## src/rtl/serial_subtractor.sv

```systemverilog
// Bit-serial subtractor: one full-subtractor cell walks the operands LSB first,
// producing (a - b - bin) mod 2^WIDTH and the final borrow after WIDTH shift cycles.
module serial_subtractor #(
  parameter int WIDTH = 8
) (
  input  logic             clk,
  input  logic             rst,
  input  logic             start,
  input  logic [WIDTH-1:0] a,
  input  logic [WIDTH-1:0] b,
  input  logic             bin,
  output logic             busy,
  output logic             done,
  output logic [WIDTH-1:0] diff,
  output logic             borrow
);

  localparam int CW = $clog2(WIDTH + 1);
  localparam logic [CW-1:0] LAST_BIT = CW'(WIDTH - 1);

  typedef enum logic [1:0] {
    IDLE,
    SHIFT,
    DONE
  } state_t;

  state_t           state_q, state_d;
  logic [WIDTH-1:0] a_sr_q, a_sr_d;
  logic [WIDTH-1:0] b_sr_q, b_sr_d;
  logic [WIDTH-1:0] d_sr_q, d_sr_d;
  logic [WIDTH-1:0] diff_q, diff_d;
  logic [CW-1:0]    cnt_q, cnt_d;
  logic             borrow_ff_q, borrow_ff_d;
  logic             borrow_q, borrow_d;
  logic             busy_q, busy_d;
  logic             done_q, done_d;

  logic cell_x, cell_y, cell_z, cell_d, cell_bo;

  always_comb begin
    cell_x  = a_sr_q[0];
    cell_y  = b_sr_q[0];
    cell_z  = borrow_ff_q;
    cell_d  = cell_x ^ cell_y ^ cell_z;
    cell_bo = (~cell_x & cell_y) | (~cell_x & cell_z) | (cell_y & cell_z);
  end

  always_comb begin
    state_d     = state_q;
    a_sr_d      = a_sr_q;
    b_sr_d      = b_sr_q;
    d_sr_d      = d_sr_q;
    diff_d      = diff_q;
    cnt_d       = cnt_q;
    borrow_ff_d = borrow_ff_q;
    borrow_d    = borrow_q;

    case (state_q)
      IDLE: begin
        if (start) begin
          a_sr_d      = a;
          b_sr_d      = b;
          borrow_ff_d = bin;
          cnt_d       = '0;
          state_d     = SHIFT;
        end
      end
      SHIFT: begin
        d_sr_d      = {cell_d, d_sr_q[WIDTH-1:1]};
        a_sr_d      = a_sr_q >> 1;
        b_sr_d      = b_sr_q >> 1;
        borrow_ff_d = cell_bo;
        cnt_d       = cnt_q + CW'(1);
        // The last bit lands in the result registers on the same edge it is computed.
        if (cnt_q == LAST_BIT) begin
          diff_d   = {cell_d, d_sr_q[WIDTH-1:1]};
          borrow_d = cell_bo;
          state_d  = DONE;
        end
      end
      DONE: begin
        state_d = IDLE;
      end
      default: begin
        state_d = IDLE;
      end
    endcase

    busy_d = (state_d == SHIFT);
    done_d = (state_d == DONE);
  end

  always_ff @(posedge clk) begin
    if (rst) begin
      state_q     <= IDLE;
      a_sr_q      <= '0;
      b_sr_q      <= '0;
      d_sr_q      <= '0;
      diff_q      <= '0;
      cnt_q       <= '0;
      borrow_ff_q <= 1'b0;
      borrow_q    <= 1'b0;
      busy_q      <= 1'b0;
      done_q      <= 1'b0;
    end else begin
      state_q     <= state_d;
      a_sr_q      <= a_sr_d;
      b_sr_q      <= b_sr_d;
      d_sr_q      <= d_sr_d;
      diff_q      <= diff_d;
      cnt_q       <= cnt_d;
      borrow_ff_q <= borrow_ff_d;
      borrow_q    <= borrow_d;
      busy_q      <= busy_d;
      done_q      <= done_d;
    end
  end

  assign busy   = busy_q;
  assign done   = done_q;
  assign diff   = diff_q;
  assign borrow = borrow_q;

endmodule

```

## config.mk

```make
export PLATFORM = sky130hd
export DESIGN_NAME = serial_subtractor
export DESIGN_NICKNAME = d
export VERILOG_FILES = /design/src/rtl/serial_subtractor.sv
export SDC_FILE = /design/constraint.sdc
export NUM_CORES = 1
export LEC_CHECK = 0
export BUFFER_PORTS_ARGS = -buffer_cell sky130_fd_sc_hd__buf_2
export CELL_PAD_IN_SITES_DETAIL_PLACEMENT = 1
export CELL_PAD_IN_SITES_GLOBAL_PLACEMENT = 1
export CORE_MARGIN = 4
export CORE_UTILIZATION = 44
export DETAILED_ROUTE_END_ITERATION = 10
export HOLD_SLACK_MARGIN = 0.12
export PLACE_DENSITY = 0.86
export SYNTH_ARGS = -nofsm -noshare
export SYNTH_HDL_FRONTEND = slang
export SYNTH_SLANG_ARGS = --single-unit
```

## constraint.sdc

```tcl
create_clock -name clk -period 1.9 [get_ports clk]
set_input_delay 0.57 -clock clk [delete_from_list [all_inputs] [get_ports clk]]
set_output_delay 0.57 -clock clk [all_outputs]
set_load 0.05 [all_outputs]
```

==> impl_metrics.py, run 1 <==
metrics = {
    "route": {
        "wire_per_inst_um": 15.8,
        "via_per_inst": 5.47,
        "drcViolationCount": 0,
        "wl_um": 4140,
        "iteration_0_drc_count_of_the_detailed_router": 74,
        "num_vias": 1432,
        "dr.pass1.iters": 4,
        "detail-route-antenna-nets": 0,
    },
    "pwr": {
        "power_report.internal_total_uw": 1500,
        "seq_power_share": 0.481,
        "switching_share": 0.224,
        "power_frac_comb": 0.091,
        "total_switching_power_uw": 432,
        "ir_worst_vdd_v": 0.000481,
        "clock_power_share": 0.428,
        "power.static_leakage_uw": 0.000802,
        "cell_area_power_density_nw_per_um2": 954,
    },
    "logic_synthesis": {
        "netlist_top_cells_area": "dfxtp_1, nand2b_1, a211oi_1, mux2i_1, nor2_1",
        "synth.net_count": 209,
        "ys_async_sr_fraction": 0,
        "synth-seq-area-share": 0.476,
        "netlist_instances": 187,
        "synth_top_cell_area_share": 0.476,
        "yosys.area.top_type": "dfxtp_1",
        "yosysWarnings": 0,
        "postSynth.topFlopCell": "dfxtp_1",
        "synth.avg_cell_area_um2": 9.22,
        "synth-seq-cells": 41,
        "mappedNetlistArea_um2": 1720,
        "yosys.cell_types.count": 32,
        "synth_enable_flop_cells": 0,
        "yosysMostFrequentCell": "dfxtp_1",
        "yosys-top-cells-count": "dfxtp_1, nor2_1, nand2b_1, a211oi_1, nand2_1",
    },
    "critical_path": {
        "highest_fanout_seen_on_the_critical_path": 17,
        "cell_family_with_most_cp_delay": "flip-flops",
        "startpoint_type": "flop",
        "critPathSlowestCell": "dfxtp_1",
        "required_ns": 2.11,
        "critical_path.startpoint": "state_q[0]$_SDFF_PP0_",
        "critical_path.endpoint_type": "flop",
        "critical_setup_path_kind": "flop to flop",
        "crit_chain": "nand4b_2 > nor2_4 > mux2i_1",
        "critical_path.reg2reg.startpoint": "state_q[0]$_SDFF_PP0_",
        "critical_path_arrival_ns": 1.84,
        "slowest_delay_ns": 0.65,
        "path_buf_inv": 0,
    },
    "cells_and_area": {
        "antenna_cells": 0,
        "final_util": 0.544,
        "design_area_um2": 2020,
        "syn_to_final_growth_pct": 17.3,
        "drive_gt1_frac": 0.243,
        "final_nets": 235,
    },
    "min_path": {
        "hold_path_startpoint": "d_sr_q[3]$_SDFFE_PP0P_",
        "timing.hold.worst.class": "flop to flop",
    },
    "clocking": {
        "tritoncts": "yes",
        "clk_pin_slew_ns": 0.08,
        "clockRootBuffer": "clkbuf_8",
        "cts_hold_buf": 0,
        "clock_buffer_count_from_cts": 5,
        "tritoncts_num_sinks": 41,
        "clock_insertion_delay_worst_skew_ns": 0.29,
        "cts_max_level": 2,
        "cts-resized-gates": 0,
        "post-cts-setup-buffer-count": 0,
        "clk_buf_depth": 2,
    },
    "sta": {
        "unrepaired_setup_endpoints_after_global_routing": "no",
        "slew_headroom": 0.568,
        "setup_viol": 0,
        "drv_slew": 0,
        "fin_skew_ns": 0.00370,
        "setup_total_negative_slack_ns": 0,
        "timing_worst_slew_pin_value_ns": 0.647,
        "timing_hold_violations_final": 0,
        "final_period_minus_worst_setup_slack_ns": 1.63,
        "min_period_over_period": 0.859,
        "fmax_ghz": 0.613,
    },
    "placement": {
        "post_dp_cell_area_um2": 1890,
        "io_buffers": 30,
        "hpwlAfterDp_um": 2860,
        "gp_routability_congestion": 0.760,
    },
    "floorplanning": {
        "io_pins": 31,
        "initial_core_util": 0.464,
        "dieHeight_um": 70.6,
        "floorplan.die.width_um": 70.6,
        "design.die.area_um2": 4980,
        "core.rowCount": 22,
        "placeableCoreArea_um2": 3720,
    },
    "run_status": {
        "status": "completed",
    },
    "global_routing": {
        "global_route.usage.total": 0.176,
        "grt-ovfl-total": 0,
        "grt_pass1_wl_um": 7050,
        "grt_max_degree": 42,
        "vias_in_the_first_global_route": 1511,
        "grt_antenna_before_repair": 0,
    },
    "run": {
        "cap_violations": 0,
    },
}
==> final timing paths <==
| kind | slack (ns) | cells after the start | to |
|---|---|---|---|
| setup / recovery | 0.27 | 3 | diff[2]$_SDFFE_PP0P_ |
| hold reg to reg | 0.47 | 2 | d_sr_q[2]$_SDFFE_PP0P_ |
| hold / removal | 0.47 | 2 | d_sr_q[2]$_SDFFE_PP0P_ |
| setup reg to reg | 0.27 | 3 | diff[2]$_SDFFE_PP0P_ |
==> cell families after synthesis <==
family / Yosys count / share of synthesized area
AOI/OAI and AO/OA: 46 / 0.183
adders and majority gates: 2 / 0.0189
buffers and inverters: 16 / 0.0414
DFF: 41 / 0.476
muxes: 9 / 0.0523
and+or+nand+nor: 73 / 0.229
==> registers in the layout, indices dropped and copies added, names as in the netlist <==
signal,flops
d_sr_q,7
b_sr_q,8
state_q,2
borrow_ff_q,1
diff,8
borrow,1
a_sr_q,8
done,1
busy,1
cnt_q,4
==> power by group through the flow <==
stage | Combinational, µW | Sequential, µW | Clock (µW)
6_report | 175 | 928 | 826
5_1_grt | 198 | 933 | 871
4_1_cts | 177 | 928 | 839
3_5_place_dp | 174 | 948 | 0
3_3_place_gp | 164 | 944 | 0
2_1_floorplan | 125 | 941 | 0
==> layer usage <==
layer | track usage | share of wire | vias to the layer above
li1 | - | - | 705
met5 | 0 | 0 | -
met1 | 0.200 | 0.43 | 697
met2 | 0.315 | 0.52 | 26
met4 | 0.0585 | 0.011 | 0
met3 | 0.0497 | 0.042 | 4
==> worst reg2reg max path, stage by stage, from the launching register on <==
cell and delay [ns]:
dfxtp_1 0.65, nand4b_2 0.30, nor2_4 0.34, mux2i_1 0.26
==> placed cells by master, fill, tap and decap left out <==
master and instances:
dfxtp_1 41, buf_2 30, nor2_1 22, nand2b_1 18
a211oi_1 14, nand2_1 14, mux2i_1 9, o22ai_1 8
o21ai_0 8, or3b_2 7, a21oi_1 6, clkbuf_8 5
nor2b_1 4, inv_1 3, a22oi_1 3, nor3_1 2
nand3_1 2, bufinv_16 2, buf_4 2, o21ba_2 1
a211oi_2 1, o21bai_2 1, a221oi_1 1, nand4b_2 1
nor3b_1 1, o41ai_1 1, or3_1 1, a31oi_1 1
nor2_4 1, a222oi_1 1, fa_1 1, ha_1 1
clkinv_2 1
==> metrics by stage <==
step / instances / total power, µW / setup slack (ns) / hold slack (ns)
2_1_floorplan: 187 / 1070 / 0.468 / 0.437
4_1_cts: 262 / 1940 / 0.267 / 0.485
5_1_grt: 262 / 2000 / 0.111 / 0.499
6_report: 262 / 1930 / 0.268 / 0.474
3_5_place_dp: 254 / 1120 / 0.290 / 0.466
3_3_place_gp: 254 / 1110 / 0.379 / 0.446
==> layout make-up <==
class | count | area, µm²
fillers | 450 | 1690
multi-input cells | 130 | 832
flip-flops and latches | 41 | 821
well taps | 48 | 60.1
clock inverters | 3 | 65.1
inverters | 3 | 11.3
clock buffers | 5 | 68.8
repair buffers | 32 | 165
Note: power is estimated with default switching activity, not from simulation.
==> run 2, diff against run 1 <==
MAX_ROUTING_LAYER = met4   (was default)
PLACE_DENSITY = default   (was 0.86)
PLACE_DENSITY_LB_ADDON = 0.1   (was default)
RECOVER_POWER = 25   (was default)
==> run 2 against run 1 <==
  * Global-route usage rose by 0.19 points
  * Sequential power barely moved
  * Final area fell by 1.9%
  * Clock-buffer cell count rose by 1
  * Setup slack got worse by 0.038 ns
  * Power fell by 12%
  * Wire length fell by 2.6%
  * Non-clock buffer count rose by 3
  * Hold slack improved by 0.00082 ns
  * Via count fell by 0.91%
  * Critical endpoint is now diff[4]
  * Largest cell class unchanged
==> impl_metrics.py, run 2 (same netlist as run 1, synthesis figures left out) <==
metrics = {
    "run_status": {
        "status": "completed",
    },
    "pwr": {
        "cell_area_power_density_nw_per_um2": 854,
        "ir_worst_vdd_v": 0.000510,
        "post-layout-total-power_uw": 1700,
        "power.static_leakage_uw": 0.000746,
    },
    "sta": {
        "fin_skew_ns": 0.00680,
        "unrepaired_setup_endpoints_after_global_routing": "no",
        "timing_worst_slew_pin_value_ns": 0.646,
        "drv_slew": 0,
        "slew_headroom": 0.569,
        "setup_viol": 0,
        "postLayoutSetupSlackWorst_ns": 0.230,
        "timing_hold_violations_final": 0,
        "final_period_minus_worst_setup_slack_ns": 1.67,
        "min_period_over_period": 0.879,
        "setup_total_negative_slack_ns": 0,
        "fmax_ghz": 0.599,
    },
    "route": {
        "dr.max_layer_used": "met4",
        "via_per_inst": 5.35,
        "detail-route-antenna-nets": 0,
        "iteration_0_drc_count_of_the_detailed_router": 99,
        "met3_wirelength_um": 210,
        "wire_per_inst_um": 15.2,
        "num_vias": 1419,
        "met1Wirelength_um": 1850,
        "wl_um": 4030,
        "drcViolationCount": 0,
        "dr.pass1.iters": 4,
        "met2WireLength_um": 1920,
    },
    "clocking": {
        "clockRootBuffer": "clkbuf_8",
        "post-cts-setup-buffer-count": 0,
        "tritoncts": "yes",
        "clock_insertion_delay_worst_skew_ns": 0.29,
        "clk_pin_slew_ns": 0.08,
        "clock_buffer_count_from_cts": 5,
        "tritoncts_num_sinks": 41,
        "cts-resized-gates": 0,
        "cts_hold_buf": 0,
        "clk_buf_depth": 2,
        "cts_max_level": 2,
    },
    "global_routing": {
        "grt_antenna_before_repair": 0,
        "grt_pass1_wl_um": 6800,
        "global_route.usage.total": 0.177,
        "vias_in_the_first_global_route": 1438,
        "grt-ovfl-total": 0,
        "grt_max_degree": 34,
    },
    "run": {
        "cap_violations": 0,
    },
    "critical_path": {
        "slowest_delay_ns": 0.47,
        "startpoint_type": "flop",
        "worstSetupPathDepth": 1,
        "cell_family_with_most_cp_delay": "buffers and inverters",
        "path_buf_inv": 1,
        "worst-r2r-cell-count": 3,
        "critical_path.endpoint_type": "output port",
        "critical_setup_path_kind": "flop to output port",
        "required_ns": 1.33,
        "critPathSlowestCell": "clkbuf_1",
        "crit_chain": "clkbuf_1",
        "worst_setup_path_endpoint": "diff[4]",
        "reg2reg_setup_slack_ns": 0.33,
        "critical_path.reg2reg.startpoint": "state_q[0]$_SDFF_PP0_",
        "highest_fanout_seen_on_the_critical_path": 2,
        "critical_register_to_register_path_endpoint": "cnt_q[2]$_SDFFE_PP0P_",
        "critical_path_arrival_ns": 1.10,
        "critical_path.startpoint": "diff[4]$_SDFFE_PP0P_",
    },
    "placement": {
        "dpl_worst_slack_ns": 0.317,
        "gp_routability_congestion": 0.744,
        "io_buffers": 30,
        "placedCellCount": 257,
        "hpwlAfterDp_um": 2840,
    },
    "floorplanning": {
        "dieHeight_um": 70.6,
        "floorplan.die.width_um": 70.6,
        "initial_core_util": 0.464,
        "design.die.area_um2": 4980,
        "placeableCoreArea_um2": 3720,
        "io_pins": 31,
        "core.rowCount": 22,
    },
    "min_path": {
        "timing.hold.worst.class": "flop to flop",
    },
    "cells_and_area": {
        "final_nets": 238,
        "drive_gt1_frac": 0.207,
        "most_common_cell_after_layout_fill_and_taps_aside": "dfxtp_1",
        "antenna_cells": 0,
        "syn_to_final_growth_pct": 15.2,
        "fill_cell_instance_count_of_the_final_layout": 458,
        "highest_count_cells_in_the_layout_ignoring_fill_and_taps": "dfxtp_1, buf_2, nor2_1",
        "final-instance-count-excl-fill": 265,
    },
}
run 2: cell type report:
cell class                 instances  area (µm²)  area share
clock inverter                     2        13.8     0.00693
clock buffer                       6        82.6      0.0416
timing repair buffer              35         175      0.0882
multi-input combinational        130         822       0.414
inverter                           3        11.3     0.00567
sequential                        41         821       0.413
tap                               48        60.1      0.0302
run 2: worst min path at each step:
stage,startpoint,to,slack (ns),depth (start not counted)
after global routing,d_sr_q[4]$_SDFFE_PP0P_,d_sr_q[3]$_SDFFE_PP0P_,0.50,2
after CTS,d_sr_q[4]$_SDFFE_PP0P_,d_sr_q[4]$_SDFFE_PP0P_,0.48,2
after floorplan,d_sr_q[1]$_SDFFE_PP0P_,d_sr_q[1]$_SDFFE_PP0P_,0.44,2
after detailed placement,d_sr_q[4]$_SDFFE_PP0P_,d_sr_q[4]$_SDFFE_PP0P_,0.47,2
after global placement,d_sr_q[1]$_SDFFE_PP0P_,d_sr_q[1]$_SDFFE_PP0P_,0.45,2
final,d_sr_q[4]$_SDFFE_PP0P_,d_sr_q[3]$_SDFFE_PP0P_,0.48,2
run 2: where the power goes:
part           switching [µW]  total [µW]  leakage [µW]  internal [µW]
Clock                     297         591     0.0000512            294
Sequential               27.9         927      0.000336            899
Combinational            99.1         178      0.000359           79.0
Total                     424        1700      0.000746           1270
run 2: through the flow:
step,utilization,cell area [µm²],hold slack [ns]
floorplan,-,1720,0.437
global placement,0.514,1910,0.446
detailed placement,0.514,1910,0.468
CTS,0.540,2010,0.479
global route,0.534,1990,0.498
finish,0.534,1990,0.475
run 2: layer usage:
layer  up-vias  global-route usage
met5         -                   -
met4         0              0.0564
met3         5              0.0469
met2        30               0.277
met1       670               0.226
li1        714                   -
==> run 3, diff against run 2 <==
CELL_PAD_IN_SITES_DETAIL_PLACEMENT = default   (was 1)
CELL_PAD_IN_SITES_GLOBAL_PLACEMENT = default   (was 1)
CORE_UTILIZATION = 50   (was 44)
PLACE_DENSITY = 0.73   (was default)
PLACE_DENSITY_LB_ADDON = default   (was 0.1)
==> run 3 against run 2 <==
  * Wire length shrank 13%
  * Final cell count shrank 1.5%
  * Core utilization grew 4.8 points
  * Register-to-register slack lost 0.07 ns
  * Setup slack lost 0.062 ns
  * Die area shrank 11%
  * Hold slack lost 0.0090 ns
  * Sequential cell count is the same
  * Sequential power is essentially flat
  * Clock power shrank 26%
  * First-iteration DRC count shrank 29%
  * Final area shrank 2.2%
  * Largest power group unchanged
  * Highest routed layer unchanged
==> impl_metrics.py, run 3 (same netlist as run 1, synthesis figures left out) <==
metrics = {
    "run_status": {
        "status": "completed",
    },
    "sta": {
        "fin_skew_ns": 0.00902,
        "postLayoutSetupSlackWorst_ns": 0.168,
        "slew_headroom": 0.598,
        "setup_total_negative_slack_ns": 0,
        "timing_hold_violations_final": 0,
        "timing_worst_slew_pin_value_ns": 0.606,
        "setup_viol": 0,
        "final_period_minus_worst_setup_slack_ns": 1.73,
        "unrepaired_setup_endpoints_after_global_routing": "no",
        "fmax_ghz": 0.577,
        "drv_slew": 0,
        "min_period_over_period": 0.912,
    },
    "critical_path": {
        "slowest_delay_ns": 0.47,
        "cell_family_with_most_cp_delay": "buffers and inverters",
        "critical_path.startpoint": "diff[3]$_SDFFE_PP0P_",
        "critical_path.endpoint_type": "output port",
        "crit_chain": "clkbuf_1",
        "critical_path_arrival_ns": 1.16,
        "highest_fanout_seen_on_the_critical_path": 2,
        "reg2reg_setup_slack_ns": 0.26,
        "path_buf_inv": 1,
        "startpoint_type": "flop",
        "worstSetupPathDepth": 1,
        "worst-r2r-cell-count": 3,
        "critical_path.reg2reg.startpoint": "state_q[0]$_SDFF_PP0_",
        "critPathSlowestCell": "clkbuf_1",
        "required_ns": 1.33,
        "critical_setup_path_kind": "flop to output port",
        "critical_register_to_register_path_endpoint": "b_sr_q[6]$_SDFFE_PP0P_",
    },
    "global_routing": {
        "grt_max_degree": 28,
        "global_route.usage.total": 0.185,
        "grt_antenna_before_repair": 0,
        "grt_pass1_wl_um": 6070,
        "grt-ovfl-total": 0,
        "vias_in_the_first_global_route": 1412,
    },
    "placement": {
        "gp_routability_congestion": 0.745,
        "dpl_worst_slack_ns": 0.317,
        "io_buffers": 30,
        "hpwlAfterDp_um": 2510,
    },
    "clocking": {
        "tritoncts": "yes",
        "clk_pin_slew_ns": 0.11,
        "clock_insertion_delay_worst_skew_ns": 0.35,
        "cts-resized-gates": 0,
        "post-cts-setup-buffer-count": 0,
        "clock_buffer_count_from_cts": 5,
        "cts_hold_buf": 0,
        "cts_max_level": 2,
        "tritoncts_num_sinks": 41,
        "clk_buf_depth": 2,
        "clockRootBuffer": "clkbuf_4",
    },
    "route": {
        "via_per_inst": 5.46,
        "wire_per_inst_um": 13.5,
        "wl_um": 3520,
        "detail-route-antenna-nets": 0,
        "iteration_0_drc_count_of_the_detailed_router": 70,
        "num_vias": 1424,
        "dr.pass1.iters": 4,
        "drcViolationCount": 0,
    },
    "cells_and_area": {
        "most_common_cell_after_layout_fill_and_taps_aside": "dfxtp_1",
        "antenna_cells": 0,
        "final_nets": 237,
        "highest_count_cells_in_the_layout_ignoring_fill_and_taps": "dfxtp_1, buf_2, nor2_1",
        "syn_to_final_growth_pct": 12.6,
        "drive_gt1_frac": 0.200,
    },
    "floorplanning": {
        "core.rowCount": 21,
        "floorplan.die.width_um": 66.7,
        "design.die.area_um2": 4450,
        "dieHeight_um": 66.7,
        "io_pins": 31,
        "placeableCoreArea_um2": 3340,
        "initial_core_util": 0.517,
    },
    "min_path": {
        "timing.hold.worst.class": "primary input to flop",
        "hold_path_end": "a_sr_q[7]$_SDFFE_PP0P_",
        "timing.hold.worst_path_depth": 3,
        "hold_path_startpoint": "a[7]",
    },
    "pwr": {
        "cell_area_power_density_nw_per_um2": 789,
        "power.static_leakage_uw": 0.000744,
        "ir_worst_vdd_v": 0.000478,
    },
    "run": {
        "cap_violations": 0,
    },
}
## run 3: cell types whose count changed in the layout (fill, tap and decap cells not counted), sizes merged
cell	before	now
clkinv	2	0
## run 3: area by class of cell
cell class | instances | area (µm²)
Fill cell | 323 | 1400
Multi-Input combinational cell | 130 | 828
Sequential cell | 41 | 821
Timing Repair Buffer | 34 | 169
Tap cell | 46 | 57.6
Clock buffer | 7 | 55.1
Inverter | 3 | 11.3
## run 3: worst max-delay path by stage
stage,endpoint,slack (ns)
floorplan,b_sr_q[2]$_SDFFE_PP0P_,0.47
global placement,cnt_q[3]$_SDFFE_PP0P_,0.38
detailed placement,cnt_q[3]$_SDFFE_PP0P_,0.32
CTS,cnt_q[3]$_SDFFE_PP0P_,0.30
global route,b_sr_q[4]$_SDFFE_PP0P_,0.07
finish,diff[3],0.17
## run 3: stage by stage
stage,utilization,hold slack (ns),power [µW],cells,cell area [µm²]
2_1_floorplan,-,0.437,1070,187,1720
3_3_place_gp,0.570,0.444,1110,254,1900
3_5_place_dp,0.570,0.461,1120,254,1900
4_1_cts,0.586,0.462,1540,261,1960
5_1_grt,0.582,0.465,1600,261,1940
6_report,0.582,0.466,1530,261,1940
## run 3: metal layers
metal / share of wire / up-vias / global-route usage
met2: 0.49 / 41 / 0.308
met4: 0.012 / 0 / 0.0660
met1: 0.44 / 667 / 0.205
met5: 0 / - / -
met3: 0.057 / 5 / 0.0658
li1: - / 711 / -
## run 3: power breakdown
part	total [µW]	internal, µW	switching [µW]	leakage (µW)
clock network	436	175	261	0.0000314
logic	170	76.5	93.2	0.000377
registers	927	899	27.5	0.000336
